**src/rtl/retire_trace_buffer_pkg.sv**
```systemverilog
// Shared definitions for the retire trace buffer: capture FSM states and
// the width of one stored {trig, inst, dbg} entry.
package retire_trace_buffer_pkg;

  typedef enum logic [1:0] {
    ST_IDLE  = 2'b00,
    ST_ARMED = 2'b01,
    ST_POST  = 2'b10,
    ST_DONE  = 2'b11
  } trace_state_e;

  function automatic int entry_width(input int inst_w, input int dbg_w);
    return 1 + inst_w + dbg_w;
  endfunction

endpackage

```
**src/rtl/retire_trace_buffer_ram.sv**
```systemverilog
// Simple dual-port trace storage: one write port, one synchronous read port
// with a registered read-data output.
module retire_trace_buffer_ram #(
  parameter int DEPTH = 16,
  parameter int WIDTH = 49,
  localparam int AW   = $clog2(DEPTH)
) (
  input  logic             clk,
  input  logic             rst,
  input  logic             wr_en,
  input  logic [AW-1:0]    wr_addr,
  input  logic [WIDTH-1:0] wr_data,
  input  logic             rd_en,
  input  logic [AW-1:0]    rd_addr,
  output logic [WIDTH-1:0] rd_data
);

  logic [WIDTH-1:0] mem [DEPTH];

  // NOTE: the array has no reset so it maps onto RAM macros; validity is
  // tracked by the controller's count, never by the contents.
  always_ff @(posedge clk) begin
    if (wr_en) mem[wr_addr] <= wr_data;
  end

  always_ff @(posedge clk or negedge rst) begin
    if (!rst)       rd_data <= '0;
    else if (rd_en) rd_data <= mem[rd_addr];
  end

endmodule

```
**src/rtl/retire_trace_buffer.sv**
```systemverilog
// Trace capture beside the single-cycle core: circular history of retired
// instructions, masked-match trigger, post-trigger window, then drain in DONE.
module retire_trace_buffer
  import retire_trace_buffer_pkg::*;
#(
  parameter int INST_W    = 32,
  parameter int DBG_W     = 16,
  parameter int DEPTH     = 16,
  parameter int POST_TRIG = 8,
  localparam int AW       = $clog2(DEPTH),
  localparam int CW       = AW + 1
) (
  input  logic              clk,
  input  logic              rst,
  input  logic              arm,
  input  logic [INST_W-1:0] trig_inst,
  input  logic [INST_W-1:0] trig_mask,
  input  logic              cap_valid,
  input  logic [INST_W-1:0] cap_inst,
  input  logic [DBG_W-1:0]  cap_dbg,
  output logic [1:0]        state_o,
  output logic              done,
  output logic [CW-1:0]     count_o,
  input  logic              rd_req,
  output logic              rd_valid,
  output logic [INST_W-1:0] rd_inst,
  output logic [DBG_W-1:0]  rd_dbg,
  output logic              rd_trig,
  output logic              rd_last
);

  localparam int EW = entry_width(INST_W, DBG_W);

  trace_state_e  state, state_nxt;
  logic [AW-1:0] wr_ptr, post_cnt, rd_addr;
  logic [CW-1:0] count;
  logic          match, wr_en, trig_wr, pop;
  logic [EW-1:0] wr_data, rd_data;

  assign match   = cap_valid && (((cap_inst ^ trig_inst) & trig_mask) == '0);
  // Oldest entry; with a full buffer count's low bits are zero, so it is wr_ptr.
  assign rd_addr = wr_ptr - count[AW-1:0];
  assign wr_data = {trig_wr, cap_inst, cap_dbg};

  always_ff @(posedge clk or negedge rst) begin
    if (!rst) state <= ST_IDLE;
    else      state <= state_nxt;
  end

  always_comb begin
    // NOTE: default first so every path assigns state_nxt and no latch is inferred.
    state_nxt = state;
    if (arm) begin
      state_nxt = ST_ARMED;
    end else begin
      unique case (state)
        ST_IDLE:  state_nxt = ST_IDLE;
        ST_ARMED: if (match) state_nxt = (POST_TRIG == 0) ? ST_DONE : ST_POST;
        ST_POST:  if (cap_valid && post_cnt == AW'(1)) state_nxt = ST_DONE;
        ST_DONE:  if (pop && count == CW'(1)) state_nxt = ST_IDLE;
      endcase
    end
  end

  always_comb begin
    wr_en   = 1'b0;
    trig_wr = 1'b0;
    pop     = 1'b0;
    if (!arm) begin
      wr_en   = cap_valid && (state == ST_ARMED || state == ST_POST);
      trig_wr = match && state == ST_ARMED;
      pop     = rd_req && state == ST_DONE && count != '0;
    end
  end

  always_ff @(posedge clk or negedge rst) begin
    if (!rst) begin
      wr_ptr   <= '0;
      count    <= '0;
      post_cnt <= '0;
      rd_valid <= 1'b0;
      rd_last  <= 1'b0;
    end else begin
      rd_valid <= pop;
      rd_last  <= pop && count == CW'(1);
      if (arm) begin
        wr_ptr   <= '0;
        count    <= '0;
        post_cnt <= '0;
      end else if (wr_en) begin
        wr_ptr <= wr_ptr + AW'(1);
        if (count != CW'(DEPTH)) count <= count + CW'(1);
        if (trig_wr)                post_cnt <= AW'(POST_TRIG);
        else if (state == ST_POST)  post_cnt <= post_cnt - AW'(1);
      end else if (pop) begin
        count <= count - CW'(1);
      end
    end
  end

  retire_trace_buffer_ram #(
    .DEPTH (DEPTH),
    .WIDTH (EW)
  ) u_ram (
    .clk     (clk),
    .rst     (rst),
    .wr_en   (wr_en),
    .wr_addr (wr_ptr),
    .wr_data (wr_data),
    .rd_en   (pop),
    .rd_addr (rd_addr),
    .rd_data (rd_data)
  );

  assign {rd_trig, rd_inst, rd_dbg} = rd_data;
  assign state_o = state;
  assign done    = (state == ST_DONE);
  assign count_o = count;

endmodule

```
**config.mk**
```make
export PLATFORM = sky130hd
export DESIGN_NAME = retire_trace_buffer
export DESIGN_NICKNAME = d
export VERILOG_FILES = /design/src/rtl/retire_trace_buffer_pkg.sv /design/src/rtl/retire_trace_buffer_ram.sv /design/src/rtl/retire_trace_buffer.sv
export SDC_FILE = /design/constraint.sdc
export NUM_CORES = 1
export LEC_CHECK = 0
export ABC_AREA = 1
export CORE_UTILIZATION = 45
export DETAILED_ROUTE_END_ITERATION = 10
export PLACE_DENSITY = 0.62
export SETUP_SLACK_MARGIN = 0.5
export SLEW_MARGIN = 20
export SYNTH_ARGS = -nofsm -noshare
export SYNTH_HDL_FRONTEND = slang
export SYNTH_SLANG_ARGS = --single-unit
```
**constraint.sdc**
```tcl
create_clock -name clk -period 10.9 [get_ports clk]
set_input_delay 1.09 -clock clk [delete_from_list [all_inputs] [get_ports clk]]
set_output_delay 1.09 -clock clk [all_outputs]
set_load 0.03 [all_outputs]
```
======== Yosys cells after proc, flatten, opt, wreduce, memory -nomap -nowiden ========
Memories as Yosys holds them, arrays and structs flattened. A register that Yosys moved wholly into a read port is not among the register bits.
Index checks and enable logic that the tools add are counted.
storage, ports and cells
  register bits after elaboration ......... 17
  RAM bits ................................ 784
  input port bits ......................... 117
  output and inout bits ................... 59
  word-level logic and storage cells ...... 62
  memories ................................ 1
memories
  name       words  bits a word  read ports  clocked after Yosys merged registers in  write ports  line                           source
  u_ram.mem  16     49           1           1                                        1            retire_trace_buffer_ram.sv:18  logic [WIDTH-1:0] mem [DEPTH];
cells by class
  add/sub/neg operators ................... 5
  equality and inequality tests ........... 10
  multiplexer cells ....................... 20
  bitwise logic cells ..................... 2
  reductions and logical operators ........ 18
operator list
  cell                                                    number
  AND 32 bit                                              1
  zero test 32 bit                                        1
  bitwise XOR 32 bit                                      1
  2-to-1 mux 4 bit                                        6
  2-to-1 mux 5 bit                                        4
  inequality test 3 bit (second input constant)           3
  2-to-1 mux 2 bit                                        4
  case mux 2 bit (4 select lines)                         1
  logical AND 1 bit                                       7
  nonzero test 3 bit                                      2
  adder 5 x 1 -> 5 bit (second input constant)            1
  equality test 5 x 1 -> 1 bit (second input constant)    1
  2-to-1 mux 1 bit                                        5
  inequality test 5 bit (second input constant)           1
  nonzero test 5 bit                                      1
  subtractor 5 x 1 -> 5 bit (second input constant)       1
  adder 4 x 1 -> 4 bit (second input constant)            1
  equality test 2 bit (second input constant)             2
  equality test 4 x 1 -> 1 bit (second input constant)    1
  AND reduction 2 bit                                     2
  subtractor 4 x 1 -> 4 bit (second input constant)       1
  subtractor 4 bit                                        1
  inequality test 3 x 2 -> 1 bit (second input constant)  1
  AND reduction 3 bit                                     1
  other kinds (5)                                         5

======== Longest topological paths before layout ========
Gate-level depths: netlist of run 1.
  word-level depth ........................ 9
  gate-level depth with buffers ........... 13
  gate-level depth less buffers ........... 13

======== Hierarchy ========
A second synthesis of run 1 with hierarchy kept.
second synthesis, totals
  cell total of the unflattened synthesis .. 3170
  area total of the unflattened synthesis .. 35738.0 um^2
by module, submodules not included
  module                   instances  cells each  area an instance (um^2)  sequential area each (um^2)
  retire_trace_buffer_ram  1          2804        33621.0                  24768.8
  retire_trace_buffer      1          366         2117.0                   425.4

======== Worst setup path after synthesis of run 1 ========
Ideal clock, no wire load.
  path kind ............................... input to register
  start point ............................. input port arm
  end point ............................... memory u_ram.mem[0][0], enable pin
  library setup time ...................... 0.456 ns
  data arrival time ....................... 3.869 ns
  required time ........................... 10.444 ns
  path slack .............................. 6.576 ns
  stages on the path ...................... 5
  path buffers ............................ 2
  cell sequence ........................... buf_2 -> nor2_1 -> clkbuf_1 -> nand2_1 -> nor2_1
between the ends
  cells in the longest elaborated chain, start to end .. 3
ends and longest elaborated chain
  what                                    line                           source
  start: declaration                      retire_trace_buffer.sv:15      input logic arm,
  2-to-1 mux 1 bit                        retire_trace_buffer.sv:69      if (!arm) begin
  2-to-1 mux 1 bit                        retire_trace_buffer_ram.sv:23  if (wr_en) mem[wr_addr] <= wr_data;
  2-to-1 mux 1 bit (not written as such)  retire_trace_buffer_ram.sv:23
  end: declaration                        retire_trace_buffer_ram.sv:18
Every way passes these cells.

======== Final worst setup path of run 1 ========
  start point ............................. register wr_ptr[0]
  end point ............................... register u_ram.rd_data[6] (read register of u_ram.mem)
between the ends
  cells in the longest elaborated chain, start to end .. 1
ends and longest elaborated chain
  what                      line                           source
  start: declaration        retire_trace_buffer.sv:35      logic [AW-1:0] wr_ptr, post_cnt, rd_addr;
  start signal: assignment  retire_trace_buffer.sv:91      wr_ptr <= wr_ptr + AW'(1);
  subtractor 4 bit          retire_trace_buffer.sv:42      assign rd_addr = wr_ptr - count[AW-1:0];
  end: declaration          retire_trace_buffer_ram.sv:15  output logic [WIDTH-1:0] rd_data
Every way passes these cells.
A chain may end at the register's enable or synchronous reset.

==> impl_metrics.prom, run 1 <==
# TYPE chip_impl_metric gauge
chip_impl_metric{name="setup_tns",unit="ns"} 0
chip_impl_metric{name="synthesis.area_per_instance",unit="um^2"} 14.0
chip_impl_metric{name="place.port_buffers",unit=""} 175
chip_impl_metric{name="power_report.internal_total",unit="W"} 0.00745
chip_impl_metric{name="ys_seq_elements",unit=""} 850
chip_impl_metric{name="detail_route.drc_violations",unit=""} 0
chip_impl_metric{name="fmax",unit="MHz"} 219
chip_impl_info{name="worst_setup_path_start_kind",value="register"} 1
chip_impl_metric{name="crit_path_arrival_time",unit="ns"} 5.12
chip_impl_metric{name="drt_iter0_drc",unit=""} 2283
chip_impl_metric{name="count_of_nets_left_with_antenna_violations_after_detail_routing",unit=""} 0
chip_impl_metric{name="grt_remaining_overflow",unit=""} 0
chip_impl_metric{name="final_weighted_congestion_of_routability_driven_global_placement",unit=""} 0.829
chip_impl_metric{name="max_cap_violations",unit=""} 0
chip_impl_metric{name="maximum_count_of_clock_buffers_along_a_single_path",unit=""} 3
chip_impl_metric{name="synthesis.area",unit="mm^2"} 0.0343
chip_impl_metric{name="final-max-slew-violation-count",unit=""} 0
chip_impl_metric{name="synth_cell_type_count",unit=""} 33
chip_impl_info{name="run_status",value="completed"} 1
chip_impl_metric{name="number_of_setup_buffers_added_after_cts",unit=""} 0
chip_impl_metric{name="dr_vias",unit=""} 21400
chip_impl_metric{name="timing_hold_violations_final",unit=""} 0
chip_impl_metric{name="cts_buffers",unit=""} 86
chip_impl_info{name="hold_path_class",value="input pin to async pin"} 1
chip_impl_info{name="tritoncts",value="built"} 1
chip_impl_metric{name="finClkSkew",unit="ns"} 0.0185
chip_impl_metric{name="fin_crit_share",unit="%"} 41.9
chip_impl_metric{name="cts_hold_buffers",unit=""} 0
chip_impl_metric{name="ioPinCount",unit=""} 176
chip_impl_metric{name="cts.clk_slew.worst_paths",unit="ns"} 0.06
chip_impl_metric{name="num-nets-final",unit=""} 2737
chip_impl_metric{name="grt_max_degree",unit=""} 303
chip_impl_metric{name="die_w",unit="um"} 278
chip_impl_metric{name="synth_enable_flop_cells",unit=""} 784
chip_impl_metric{name="power.share.clock",unit="%"} 23.9
chip_impl_metric{name="power_switching_share",unit="%"} 41.2
chip_impl_metric{name="combinationalPowerShare",unit="%"} 45.9
chip_impl_metric{name="period_needed",unit="ns"} 4.56
chip_impl_metric{name="fraction_of_layout_cells_with_a_size_suffix_above_1",unit="%"} 7.77
chip_impl_metric{name="power_density",unit="mW/mm^2"} 316
chip_impl_metric{name="worst_slew_pin_tran",unit="ns"} 1.19
chip_impl_metric{name="floorplan.initialDensity",unit="%"} 45.8
chip_impl_metric{name="die_y",unit="um"} 278
chip_impl_info{name="category_of_the_worst_setup_path_capture_point",value="register"} 1
chip_impl_metric{name="grt_first_pass_wirelength",unit="mm"} 135
chip_impl_metric{name="count_of_instances_resized_after_the_clock_tree_is_built",unit=""} 0
chip_impl_metric{name="insertion_delay",unit="ns"} 0.63
chip_impl_metric{name="power.net_switching",unit="W"} 0.00521
chip_impl_info{name="cts-root-buf",value="sky130_fd_sc_hd__clkbuf_16"} 1
chip_impl_metric{name="synthesis_warning_total",unit=""} 0
chip_impl_info{name="ys_dominant_reg_cell",value="sky130_fd_sc_hd__edfxtp_1"} 1
chip_impl_metric{name="cts_max_level",unit=""} 3
chip_impl_metric{name="synthCells",unit=""} 2453
chip_impl_metric{name="cts_sinks",unit=""} 850
chip_impl_metric{name="detailedPlacementHpwl",unit="mm"} 48.2
chip_impl_info{name="critPathKind",value="register to register"} 1
chip_impl_metric{name="area_delta_synth_final",unit="%"} 16.7
chip_impl_info{name="grt_setup_unrepaired",value="no"} 1
chip_impl_metric{name="fp.dieArea",unit="mm^2"} 0.0774
chip_impl_metric{name="placed_cells_incl_taps",unit=""} 3482
chip_impl_metric{name="routed_via_density",unit=""} 5.86
chip_impl_metric{name="worstPathRequired",unit="ns"} 11.46
chip_impl_metric{name="num_rows",unit=""} 100
chip_impl_metric{name="setup_viol",unit=""} 0
chip_impl_metric{name="crit_path_max_fanout",unit=""} 80
chip_impl_metric{name="core",unit="mm^2"} 0.0749
chip_impl_metric{name="worst_ir_drop_vdd",unit="uV"} 366
chip_impl_metric{name="power.sequential.fraction",unit="%"} 30.2
chip_impl_metric{name="drt-wirelength-per-cell",unit="um"} 24.5
chip_impl_metric{name="stdcell_count",unit=""} 3646
chip_impl_metric{name="leakage",unit="nW"} 14.3
chip_impl_metric{name="worst_slew_margin_rel",unit="%"} 20.3
chip_impl_metric{name="synth_sequential_area_ratio",unit="%"} 73.4
chip_impl_metric{name="wl",unit="mm"} 89.4
chip_impl_metric{name="grt_usage",unit="%"} 23.1
chip_impl_metric{name="drt_first_pass_iters",unit=""} 5
chip_impl_metric{name="vias_in_the_first_global_route",unit=""} 21300
chip_impl_metric{name="antenna_violations_before_repair",unit=""} 1
chip_impl_metric{name="syn_nets",unit=""} 2588
chip_impl_metric{name="asyncSetResetFlopFracSynth",unit="%"} 7.76
## kinds of logic (layout without fill, tap and decap cells)
kind of cell | count (synthesis) | count (layout) | synth area share, %
multiplexers | 196 | 196 | 5.71
buffers and inverters | 237 | 460 | 2.97
XOR/XNOR | 5 | 5 | 0.171
AND/OR/NAND/NOR | 681 | 681 | 8.11
adder cells (fa/ha/maj) | 18 | 18 | 0.678
AO/OA/AOI/OAI | 466 | 466 | 8.97
flip-flops | 850 | 850 | 73.4
other | 0 | 1 | 0
## power groups by stage
stage	logic (W)	registers, W	clock network [W]
3_3_place_gp	0.00572	0.00388	0
6_report	0.00581	0.00382	0.00303
4_1_cts	0.00581	0.00382	0.00307
2_1_floorplan	0.00394	0.00403	0
3_5_place_dp	0.00577	0.00389	0
5_1_grt	0.00635	0.00384	0.00320
## registers in the layout, summed over array words and instances (netlist names)
name,flops
count_o,5
u_ram.mem,784
u_ram.rd_data,49
rd_valid,1
state_o,2
post_cnt,4
wr_ptr,4
rd_last,1
## cell usage in the layout, fill, tap and decap left out, drive strengths merged
master,n
clkdlybuf4s50,173
o21a,1
clkinv,29
nand2,271
o211ai,3
dfrtp,66
o21ai,258
a21oi,7
inv,81
buf,45
mux2i,196
o221ai,196
nand3,140
nand3b,1
ha,17
clkbuf,122
clkinvlp,1
fa,1
a22oi,1
nor2,251
nand4,6
or2,8
bufinv,9
xor2,2
nor4,4
edfxtp,784
diode,1
xnor2,3
## critical path, cell delays in order (launching register included)
cell and delay [ns]:
sky130_fd_sc_hd__dfrtp_1 0.40, sky130_fd_sc_hd__inv_1 0.19, sky130_fd_sc_hd__ha_4 0.24, sky130_fd_sc_hd__buf_6 0.28
sky130_fd_sc_hd__inv_6 0.54, sky130_fd_sc_hd__buf_4 0.86, sky130_fd_sc_hd__buf_4 0.88, sky130_fd_sc_hd__nor2_1 0.09
sky130_fd_sc_hd__o221ai_1 0.45, sky130_fd_sc_hd__nand3_1 0.16, sky130_fd_sc_hd__nand2_1 0.09, sky130_fd_sc_hd__nand2_1 0.05
sky130_fd_sc_hd__nand2_1 0.07
## final timing paths
path,startpoint,end,slack [ns],depth (start not counted)
min in group clk,post_cnt[1],post_cnt[1],0.48,2
setup / recovery,wr_ptr[0],u_ram.rd_data[6],6.34,12
max in group asynchronous,rst,u_ram.rd_data[9],9.35,2
hold / removal,rst,post_cnt[3],0.47,1
hold reg to reg,post_cnt[1],post_cnt[1],0.48,2
setup reg to reg,wr_ptr[0],u_ram.rd_data[6],6.34,12
## Yosys cell counts, types with 4 or more instances
master / number / share of area [%]
sky130_fd_sc_hd__clkbuf_1: 97 / 1.1
sky130_fd_sc_hd__o221ai_1: 196 / 5.0
sky130_fd_sc_hd__ha_1: 17 / 0.62
sky130_fd_sc_hd__a21oi_1: 7 / 0.10
sky130_fd_sc_hd__buf_2: 35 / 0.51
sky130_fd_sc_hd__inv_1: 77 / 0.84
sky130_fd_sc_hd__mux2i_1: 196 / 5.7
sky130_fd_sc_hd__edfxtp_1: 784 / 69
sky130_fd_sc_hd__nand4_1: 6 / 0.11
sky130_fd_sc_hd__o21ai_1: 5 / 0.073
sky130_fd_sc_hd__nand3_1: 140 / 2.0
sky130_fd_sc_hd__buf_1: 4 / 0.044
sky130_fd_sc_hd__o21ai_0: 253 / 3.7
sky130_fd_sc_hd__nor4_1: 4 / 0.073
sky130_fd_sc_hd__nor2_1: 250 / 2.7
sky130_fd_sc_hd__nand2_1: 271 / 3.0
sky130_fd_sc_hd__dfrtp_1: 66 / 4.8
sky130_fd_sc_hd__buf_4: 19 / 0.42
## per-stage QoR
step | utilization [%] | instance area [um^2] | worst slack (ns) | hold WS (ns) | power (W)
floorplan | - | 34300 | 6.58 | 0.449 | 0.00796
global placement | 49.5 | 37100 | 6.24 | 0.464 | 0.00960
detailed placement | 49.5 | 37100 | 6.24 | 0.468 | 0.00966
CTS | 53.4 | 40000 | 6.22 | 0.461 | 0.0127
global route | 53.4 | 40000 | 6.12 | 0.488 | 0.0134
finish | 53.4 | 40000 | 6.34 | 0.466 | 0.0127
## layer usage
metal	global-route usage (%)	vias up	share of wire (%)
met5	0	-	0
met4	6.23	0	1.9
met3	2.90	114	6.1
met2	37.7	802	48
met1	32.8	10900	44
li1	-	9568	-
## area by class of cell
cell class | count | area (um^2)
fillers | 6025 | 34900
clock inverters | 40 | 452
flip-flops and latches | 850 | 25200
repair buffers | 218 | 2110
well taps | 969 | 1210
multi-input cells | 1366 | 8290
diodes | 1 | 2.50
inverters | 80 | 307
clock buffers | 122 | 2480
(Power assumes the default switching activity.)
==> run 2: changes to the inputs <==
==> constraint.sdc (replaced) <==
create_clock -name clk -period 4.3 [get_ports clk]
set_input_delay 0.43 -clock clk [delete_from_list [all_inputs] [get_ports clk]]
set_output_delay 0.43 -clock clk [all_outputs]
set_load 0.03 [all_outputs]
==> run 2 against run 1 <==
Final area increased by 0.25%. Combinational power increased to 2.6 times the previous value. Total power increased to 2.5 times the previous value. Core utilization increased by 0.13 points. Critical endpoint is now u_ram.mem[12][14].
==> impl_metrics.prom, run 2 (synthesized netlist as in run 1, its figures left out) <==
# TYPE chip_impl_metric gauge
chip_impl_metric{name="floorplan.initialDensity",unit="%"} 45.8
chip_impl_info{name="hold_path_class",value="input pin to async pin"} 1
chip_impl_info{name="max_flop_register",value="u_ram.mem"} 1
chip_impl_metric{name="cts_sinks",unit=""} 850
chip_impl_metric{name="diodes",unit=""} 0
chip_impl_metric{name="vias_in_the_first_global_route",unit=""} 21300
chip_impl_metric{name="fp.dieArea",unit="mm^2"} 0.0774
chip_impl_metric{name="worstPathRequired",unit="ns"} 4.58
chip_impl_metric{name="final_weighted_congestion_of_routability_driven_global_placement",unit=""} 0.797
chip_impl_metric{name="insertion_delay",unit="ns"} 0.63
chip_impl_metric{name="max_cap_violations",unit=""} 0
chip_impl_metric{name="area_delta_synth_final",unit="%"} 16.9
chip_impl_metric{name="detailedPlacementHpwl",unit="mm"} 47.8
chip_impl_metric{name="crit_path_arrival_time",unit="ns"} 3.60
chip_impl_info{name="category_of_the_worst_setup_path_capture_point",value="register"} 1
chip_impl_metric{name="worst_hold_slack",unit="ns"} 0.412
chip_impl_info{name="top_usage_layer",value="met2"} 1
chip_impl_info{name="worst_path_max_delay_cell",value="sky130_fd_sc_hd__nor2_4"} 1
chip_impl_metric{name="power.net_switching",unit="W"} 0.0133
chip_impl_metric{name="number_of_setup_buffers_added_after_cts",unit=""} 0
chip_impl_metric{name="final-max-slew-violation-count",unit=""} 0
chip_impl_metric{name="worst_slew_pin_tran",unit="ns"} 1.02
chip_impl_metric{name="grt.met3_usage",unit="%"} 3.19
chip_impl_metric{name="power.share.clock",unit="%"} 22.6
chip_impl_metric{name="global_route.usage.met1",unit="%"} 32.2
chip_impl_info{name="worst_setup_path_start_kind",value="register"} 1
chip_impl_metric{name="cts_max_level",unit=""} 3
chip_impl_metric{name="fin_crit_share",unit="%"} 77.1
chip_impl_metric{name="largest_register_ff_count",unit=""} 784
chip_impl_metric{name="setup_tns",unit="ns"} 0
chip_impl_info{name="crit_reg_reg_endpoint",value="u_ram.mem[12][14]"} 1
chip_impl_metric{name="fmax",unit="MHz"} 301
chip_impl_info{name="timing.critical_path.cells",value="inv_1 -> ha_1 -> inv_1 -> nand2_1 -> nor2_1 -> nand2_1 -> nor2_4 -> buf_4"} 1
chip_impl_info{name="run_status",value="completed"} 1
chip_impl_metric{name="grt_max_degree",unit=""} 177
chip_impl_metric{name="timing_hold_violations_final",unit=""} 0
chip_impl_metric{name="num_rows",unit=""} 100
chip_impl_metric{name="routed_via_density",unit=""} 5.83
chip_impl_metric{name="drt_iter0_drc",unit=""} 2195
chip_impl_metric{name="multiInputGateArea",unit="mm^2"} 0.00829
chip_impl_metric{name="power_switching_share",unit="%"} 41.6
chip_impl_metric{name="finClkSkew",unit="ns"} 0.0223
chip_impl_info{name="mostFrequentLayoutCells",value="sky130_fd_sc_hd__edfxtp_1, sky130_fd_sc_hd__nand2_1, sky130_fd_sc_hd__o21ai_0, sky130_fd_sc_hd__nor2_1"} 1
chip_impl_metric{name="cts_buffers",unit=""} 87
chip_impl_metric{name="drt-wirelength-per-cell",unit="um"} 24.2
chip_impl_info{name="rr_startpoint",value="state_o[0]"} 1
chip_impl_metric{name="grt_first_pass_wirelength",unit="mm"} 133
chip_impl_metric{name="die_y",unit="um"} 278
chip_impl_metric{name="drt_first_pass_iters",unit=""} 5
chip_impl_metric{name="worst_ir_drop_vdd",unit="uV"} 1250
chip_impl_metric{name="final.fill_count",unit=""} 6033
chip_impl_metric{name="met2_grt_util",unit="%"} 37.1
chip_impl_metric{name="period_needed",unit="ns"} 3.32
chip_impl_metric{name="maximum_count_of_clock_buffers_along_a_single_path",unit=""} 3
chip_impl_metric{name="rrSetupSlack",unit="ns"} 0.98
chip_impl_metric{name="seq_area",unit="mm^2"} 0.0252
chip_impl_info{name="grt_setup_unrepaired",value="no"} 1
chip_impl_metric{name="leakage",unit="nW"} 14.3
chip_impl_metric{name="core",unit="mm^2"} 0.0749
chip_impl_metric{name="antenna_violations_before_repair",unit=""} 2
chip_impl_metric{name="cts.clk_slew.worst_paths",unit="ns"} 0.06
chip_impl_info{name="mostFrequentLayoutCell",value="sky130_fd_sc_hd__edfxtp_1"} 1
chip_impl_info{name="crit_path_end",value="u_ram.mem[12][14]"} 1
chip_impl_metric{name="crit_path_max_fanout",unit=""} 19
chip_impl_metric{name="setup_viol",unit=""} 0
chip_impl_metric{name="power_report.internal_total",unit="W"} 0.0187
chip_impl_metric{name="worst_slew_margin_rel",unit="%"} 32.3
chip_impl_metric{name="stdcell_count",unit=""} 3656
chip_impl_metric{name="power.sequential.fraction",unit="%"} 30.1
chip_impl_metric{name="wl",unit="mm"} 88.4
chip_impl_info{name="tritoncts",value="built"} 1
chip_impl_metric{name="grt_usage",unit="%"} 22.8
chip_impl_metric{name="cpPeakStageDelay",unit="ns"} 0.57
chip_impl_metric{name="worstRegToRegCells",unit=""} 8
chip_impl_metric{name="count_of_nets_left_with_antenna_violations_after_detail_routing",unit=""} 0
chip_impl_metric{name="power_density",unit="mW/mm^2"} 797
chip_impl_metric{name="grt_remaining_overflow",unit=""} 0
chip_impl_metric{name="num-nets-final",unit=""} 2750
chip_impl_info{name="cts-root-buf",value="sky130_fd_sc_hd__clkbuf_16"} 1
chip_impl_info{name="critPathKind",value="register to register"} 1
chip_impl_metric{name="placed_cells_incl_taps",unit=""} 3494
chip_impl_metric{name="fraction_of_layout_cells_with_a_size_suffix_above_1",unit="%"} 7.85
chip_impl_metric{name="ioPinCount",unit=""} 176
chip_impl_metric{name="total_power",unit="W"} 0.0320
chip_impl_metric{name="place.port_buffers",unit=""} 175
chip_impl_metric{name="detail_route.drc_violations",unit=""} 0
chip_impl_info{name="setup.worst_path.start",value="state_o[0]"} 1
chip_impl_metric{name="combinationalPowerShare",unit="%"} 47.3
chip_impl_metric{name="dr_vias",unit=""} 21300
chip_impl_metric{name="die_w",unit="um"} 278
## run 2: cell count changes in the layout (fill, tap and decap cells not counted), sizes merged
cell / change
buf: +11
bufinv: -4
clkbuf: -9
clkinv: +5
clkinvlp: +4
diode: -1
dlygate4sd3: +1
inv: +3
## run 2: what timing repair did
action / 4_1_cts / 5_1_grt
hold buffers: 1 / 0
endpoints found under the hold margin: 42 / 0
setup endpoints to repair: 0 / 0
resized for setup: 0 / 0
## run 2: worst min path at each step
| stage | slack [ns] | from | endpoint |
|---|---|---|---|
| after floorplan | 0.13 | rst | count_o[0] |
| after global placement | 0.49 | post_cnt[1] | post_cnt[1] |
| after global routing | 0.41 | arm | u_ram.rd_data[30] |
| after CTS | 0.39 | arm | u_ram.rd_data[30] |
| final | 0.41 | rst | count_o[2] |
| after detailed placement | 0.48 | post_cnt[1] | post_cnt[1] |
## run 2: metal layers
layer,routed length [um],up-vias,share of wire [%]
met4,1570,2,1.8
met1,38900,10800,44
met3,5600,101,6.3
li1,-,9586,-
met5,11,-,0.012
met2,42300,769,48
## run 2: critical path: cells and delay by family (launching register included)
family | cells | cell delay (ns)
buf+inv | 3 | 0.60
flops | 1 | 0.41
fa+ha+maj | 1 | 0.31
simple gates | 4 | 1.64
## run 2: stage by stage
step / util (%) / area, um^2 / setup WS [ns]
floorplan: - / 34300 / 0.143
finish: 53.6 / 40100 / 0.983
detailed placement: 49.9 / 37400 / 0.704
CTS: 53.6 / 40100 / 0.961
global placement: 49.9 / 37400 / 0.759
global route: 53.6 / 40100 / 0.733
## run 2: layout make-up
type | instances | share of cell area, %
clock buffer | 113 | 5.84
tap | 969 | 3.02
clock inverter | 48 | 0.941
multi-input combinational | 1366 | 20.6
sequential | 850 | 62.8
timing repair buffer | 230 | 6.03
inverter | 80 | 0.764
## run 2: power groups by stage
| stage | registers (W) | logic [W] | clock network [W] |
|---|---|---|---|
| 2_1_floorplan | 0.0102 | 0.00998 | 0 |
| 3_3_place_gp | 0.00981 | 0.0149 | 0 |
| 3_5_place_dp | 0.00982 | 0.0151 | 0 |
| 4_1_cts | 0.00965 | 0.0152 | 0.00734 |
| 5_1_grt | 0.00968 | 0.0166 | 0.00767 |
| 6_report | 0.00965 | 0.0151 | 0.00724 |
==> run 3: changes to the inputs <==
--- a/config.mk
+++ b/config.mk
@@ -8,7 +8,7 @@
 export ABC_AREA = 1
 export CORE_UTILIZATION = 45
 export DETAILED_ROUTE_END_ITERATION = 10
-export PLACE_DENSITY = 0.62
+export PLACE_DENSITY = 0.64
 export SETUP_SLACK_MARGIN = 0.5
 export SLEW_MARGIN = 20
 export SYNTH_ARGS = -nofsm -noshare
==> constraint.sdc (replaced) <==
create_clock -name clk -period 3 [get_ports clk]
set_input_delay 0.3 -clock clk [delete_from_list [all_inputs] [get_ports clk]]
set_output_delay 0.3 -clock clk [all_outputs]
set_load 0.03 [all_outputs]
==> run 3 against run 2 <==
Flip-flop and latch count unchanged. Worst hold slack got worse by 0.22 ns. Final area increased by 6.9%. Fmax increased by 25%.
==> impl_metrics.prom, run 3 (synthesized netlist as in run 1, its figures left out) <==
# TYPE chip_impl_metric gauge
chip_impl_metric{name="dr_vias",unit=""} 22700
chip_impl_metric{name="cts_sinks",unit=""} 850
chip_impl_info{name="mostFrequentLayoutCell",value="sky130_fd_sc_hd__edfxtp_1"} 1
chip_impl_metric{name="leakage",unit="nW"} 15.5
chip_impl_metric{name="cts_buffers",unit=""} 88
chip_impl_metric{name="insertion_delay",unit="ns"} 0.66
chip_impl_metric{name="setup_tns",unit="ns"} 0
chip_impl_metric{name="final-max-slew-violation-count",unit=""} 0
chip_impl_metric{name="grt_usage",unit="%"} 25.5
chip_impl_metric{name="die_w",unit="um"} 278
chip_impl_metric{name="critical_path_buf_inv_count",unit=""} 5
chip_impl_info{name="worst_setup_path_start_kind",value="register"} 1
chip_impl_info{name="mostFrequentLayoutCells",value="sky130_fd_sc_hd__edfxtp_1, sky130_fd_sc_hd__nand2_1, sky130_fd_sc_hd__nor2_1, sky130_fd_sc_hd__mux2i_1, sky130_fd_sc_hd__o21ai_0"} 1
chip_impl_metric{name="cpPeakStageDelay",unit="ns"} 0.77
chip_impl_info{name="hold_path_class",value="input pin to async pin"} 1
chip_impl_info{name="rr_startpoint",value="count_o[0]"} 1
chip_impl_info{name="critPathKind",value="register to register"} 1
chip_impl_metric{name="finClkSkew",unit="ns"} 0.0376
chip_impl_metric{name="finish.instance_area",unit="mm^2"} 0.0429
chip_impl_metric{name="die_y",unit="um"} 278
chip_impl_metric{name="detailedPlacementHpwl",unit="mm"} 52.0
chip_impl_metric{name="final_core_utilization",unit="%"} 57.3
chip_impl_metric{name="worst_slew_pin_tran",unit="ns"} 0.818
chip_impl_info{name="worst_path_dominant_cell_family",value="adder cells"} 1
chip_impl_metric{name="num_rows",unit=""} 100
chip_impl_info{name="run_status",value="completed"} 1
chip_impl_info{name="tritoncts",value="built"} 1
chip_impl_metric{name="grt_max_degree",unit=""} 82
chip_impl_metric{name="largest_register_ff_count",unit=""} 784
chip_impl_metric{name="worstRegToRegCells",unit=""} 12
chip_impl_info{name="cts-root-buf",value="sky130_fd_sc_hd__clkbuf_16"} 1
chip_impl_info{name="worst_path_max_delay_cell",value="sky130_fd_sc_hd__fa_4"} 1
chip_impl_metric{name="num-nets-final",unit=""} 2871
chip_impl_metric{name="antenna_violations_before_repair",unit=""} 5
chip_impl_metric{name="core",unit="mm^2"} 0.0749
chip_impl_metric{name="wl",unit="mm"} 102
chip_impl_info{name="timing.critical_path.cells",value="ha_4 -> fa_4 -> buf_12 -> buf_12 -> buf_6 -> buf_12 -> buf_16 -> o221ai_1 -> nand3_1 -> nand2_1 -> nand2_1 -> nand2_1"} 1
chip_impl_metric{name="crit_path_max_fanout",unit=""} 8
chip_impl_metric{name="fp.dieArea",unit="mm^2"} 0.0774
chip_impl_metric{name="grt_remaining_overflow",unit=""} 0
chip_impl_info{name="grt_setup_unrepaired",value="yes"} 1
chip_impl_metric{name="floorplan.initialDensity",unit="%"} 45.8
chip_impl_metric{name="worst_ir_drop_vdd",unit="uV"} 1310
chip_impl_metric{name="timing_hold_violations_final",unit=""} 0
chip_impl_metric{name="cts.clk_slew.worst_paths",unit="ns"} 0.06
chip_impl_metric{name="detail_route.drc_violations",unit=""} 0
chip_impl_metric{name="crit_path_arrival_time",unit="ns"} 3.20
chip_impl_metric{name="final_weighted_congestion_of_routability_driven_global_placement",unit=""} 0.811
chip_impl_metric{name="area_delta_synth_final",unit="%"} 25.0
chip_impl_metric{name="drt_iter0_drc",unit=""} 2523
chip_impl_metric{name="drt_first_pass_iters",unit=""} 5
chip_impl_metric{name="cts_max_level",unit=""} 3
chip_impl_metric{name="maximum_count_of_clock_buffers_along_a_single_path",unit=""} 3
chip_impl_info{name="max_flop_register",value="u_ram.mem"} 1
chip_impl_metric{name="fraction_of_layout_cells_with_a_size_suffix_above_1",unit="%"} 15.5
chip_impl_info{name="crit_reg_reg_endpoint",value="u_ram.rd_data[46]"} 1
chip_impl_metric{name="stdcell_count",unit=""} 3783
chip_impl_metric{name="worst_hold_slack",unit="ns"} 0.193
chip_impl_metric{name="fmax",unit="MHz"} 377
chip_impl_metric{name="grt_first_pass_wirelength",unit="mm"} 144
chip_impl_metric{name="max_cap_violations",unit=""} 0
chip_impl_metric{name="vias_in_the_first_global_route",unit=""} 22100
chip_impl_metric{name="rrSetupSlack",unit="ns"} 0.35
chip_impl_metric{name="worst_slew_margin_rel",unit="%"} 45.5
chip_impl_metric{name="placed_cells_incl_taps",unit=""} 3556
chip_impl_metric{name="drt-wirelength-per-cell",unit="um"} 26.9
chip_impl_metric{name="ioPinCount",unit=""} 176
chip_impl_metric{name="routed_via_density",unit=""} 6.01
chip_impl_metric{name="count_of_nets_left_with_antenna_violations_after_detail_routing",unit=""} 0
chip_impl_metric{name="place.port_buffers",unit=""} 175
chip_impl_metric{name="fin_crit_share",unit="%"} 88.4
chip_impl_info{name="category_of_the_worst_setup_path_capture_point",value="register"} 1
chip_impl_metric{name="period_needed",unit="ns"} 2.65
chip_impl_metric{name="power_density",unit="mW/mm^2"} 1280
chip_impl_metric{name="worstPathRequired",unit="ns"} 3.54
chip_impl_metric{name="dpl-instance-area",unit="mm^2"} 0.0382
chip_impl_metric{name="setup_viol",unit=""} 0
## run 3: cell count changes in the layout (fill, tap and decap cells not counted), moves of 6 or more
cell	before	now
sky130_fd_sc_hd__nand2_1	271	259
sky130_fd_sc_hd__o21ai_0	253	190
sky130_fd_sc_hd__nand2_2	0	8
sky130_fd_sc_hd__o21ai_1	5	36
sky130_fd_sc_hd__o21ai_2	0	27
sky130_fd_sc_hd__o221ai_2	0	36
sky130_fd_sc_hd__o221ai_1	196	157
sky130_fd_sc_hd__buf_12	21	46
sky130_fd_sc_hd__clkbuf_16	87	100
sky130_fd_sc_hd__clkbuf_8	7	13
sky130_fd_sc_hd__buf_4	34	84
sky130_fd_sc_hd__buf_6	0	10
sky130_fd_sc_hd__buf_16	0	20
## run 3: where the power goes
group / leakage, nW / total (W) / internal [W] / switching, W
Sequential: 7.93 / 0.0139 / 0.0135 / 0.000349
Combinational: 6.12 / 0.0299 / 0.0124 / 0.0175
Clock: 1.47 / 0.0113 / 0.00664 / 0.00467
Total: 15.5 / 0.0551 / 0.0326 / 0.0225
## run 3: layer usage
metal | wire length (um) | part of all wire (%) | vias up | global-route usage (%)
li1 | - | - | 9886 | -
met1 | 41500 | 41 | 11400 | 34.6
met2 | 47600 | 47 | 1238 | 40.1
met3 | 9150 | 9.0 | 205 | 5.75
met4 | 3630 | 3.6 | 2 | 9.69
met5 | 13 | 0.013 | - | 0
## run 3: metrics by stage
step	worst slack, ns	power (W)
2_1_floorplan	0.505	0.0290
3_3_place_gp	0.308	0.0358
3_5_place_dp	0.229	0.0362
4_1_cts	0.376	0.0517
5_1_grt	0.312	0.0573
6_report	0.347	0.0551
## run 3: what timing repair did
action                                 CTS  global route
buffers inserted                        19             8
hold buffers                             1             0
setup endpoints to repair               49            54
resized for setup                       63           129
gates cloned                            17            14
pin swaps                               53           112
endpoints found under the hold margin   28             0
## run 3: layout make-up
| class | count | area, um^2 |
|---|---|---|
| well taps | 969 | 1210 |
| clock inverters | 45 | 568 |
| inverters | 80 | 307 |
| clock buffers | 120 | 2450 |
| fillers | 5736 | 32000 |
| multi-input cells | 1366 | 8840 |
| repair buffers | 350 | 4320 |
| diodes | 3 | 7.51 |
| flip-flops and latches | 850 | 25200 |
## run 3: worst max path at each step
stage / startpoint / end / cells after the start
2_1_floorplan: state_o[0] / u_ram.mem[0][0] / 8
3_3_place_gp: wr_ptr[0] / u_ram.rd_data[46] / 10
3_5_place_dp: wr_ptr[0] / u_ram.rd_data[12] / 11
4_1_cts: count_o[0] / u_ram.rd_data[36] / 12
5_1_grt: count_o[0] / u_ram.rd_data[46] / 12
6_report: count_o[0] / u_ram.rd_data[46] / 12
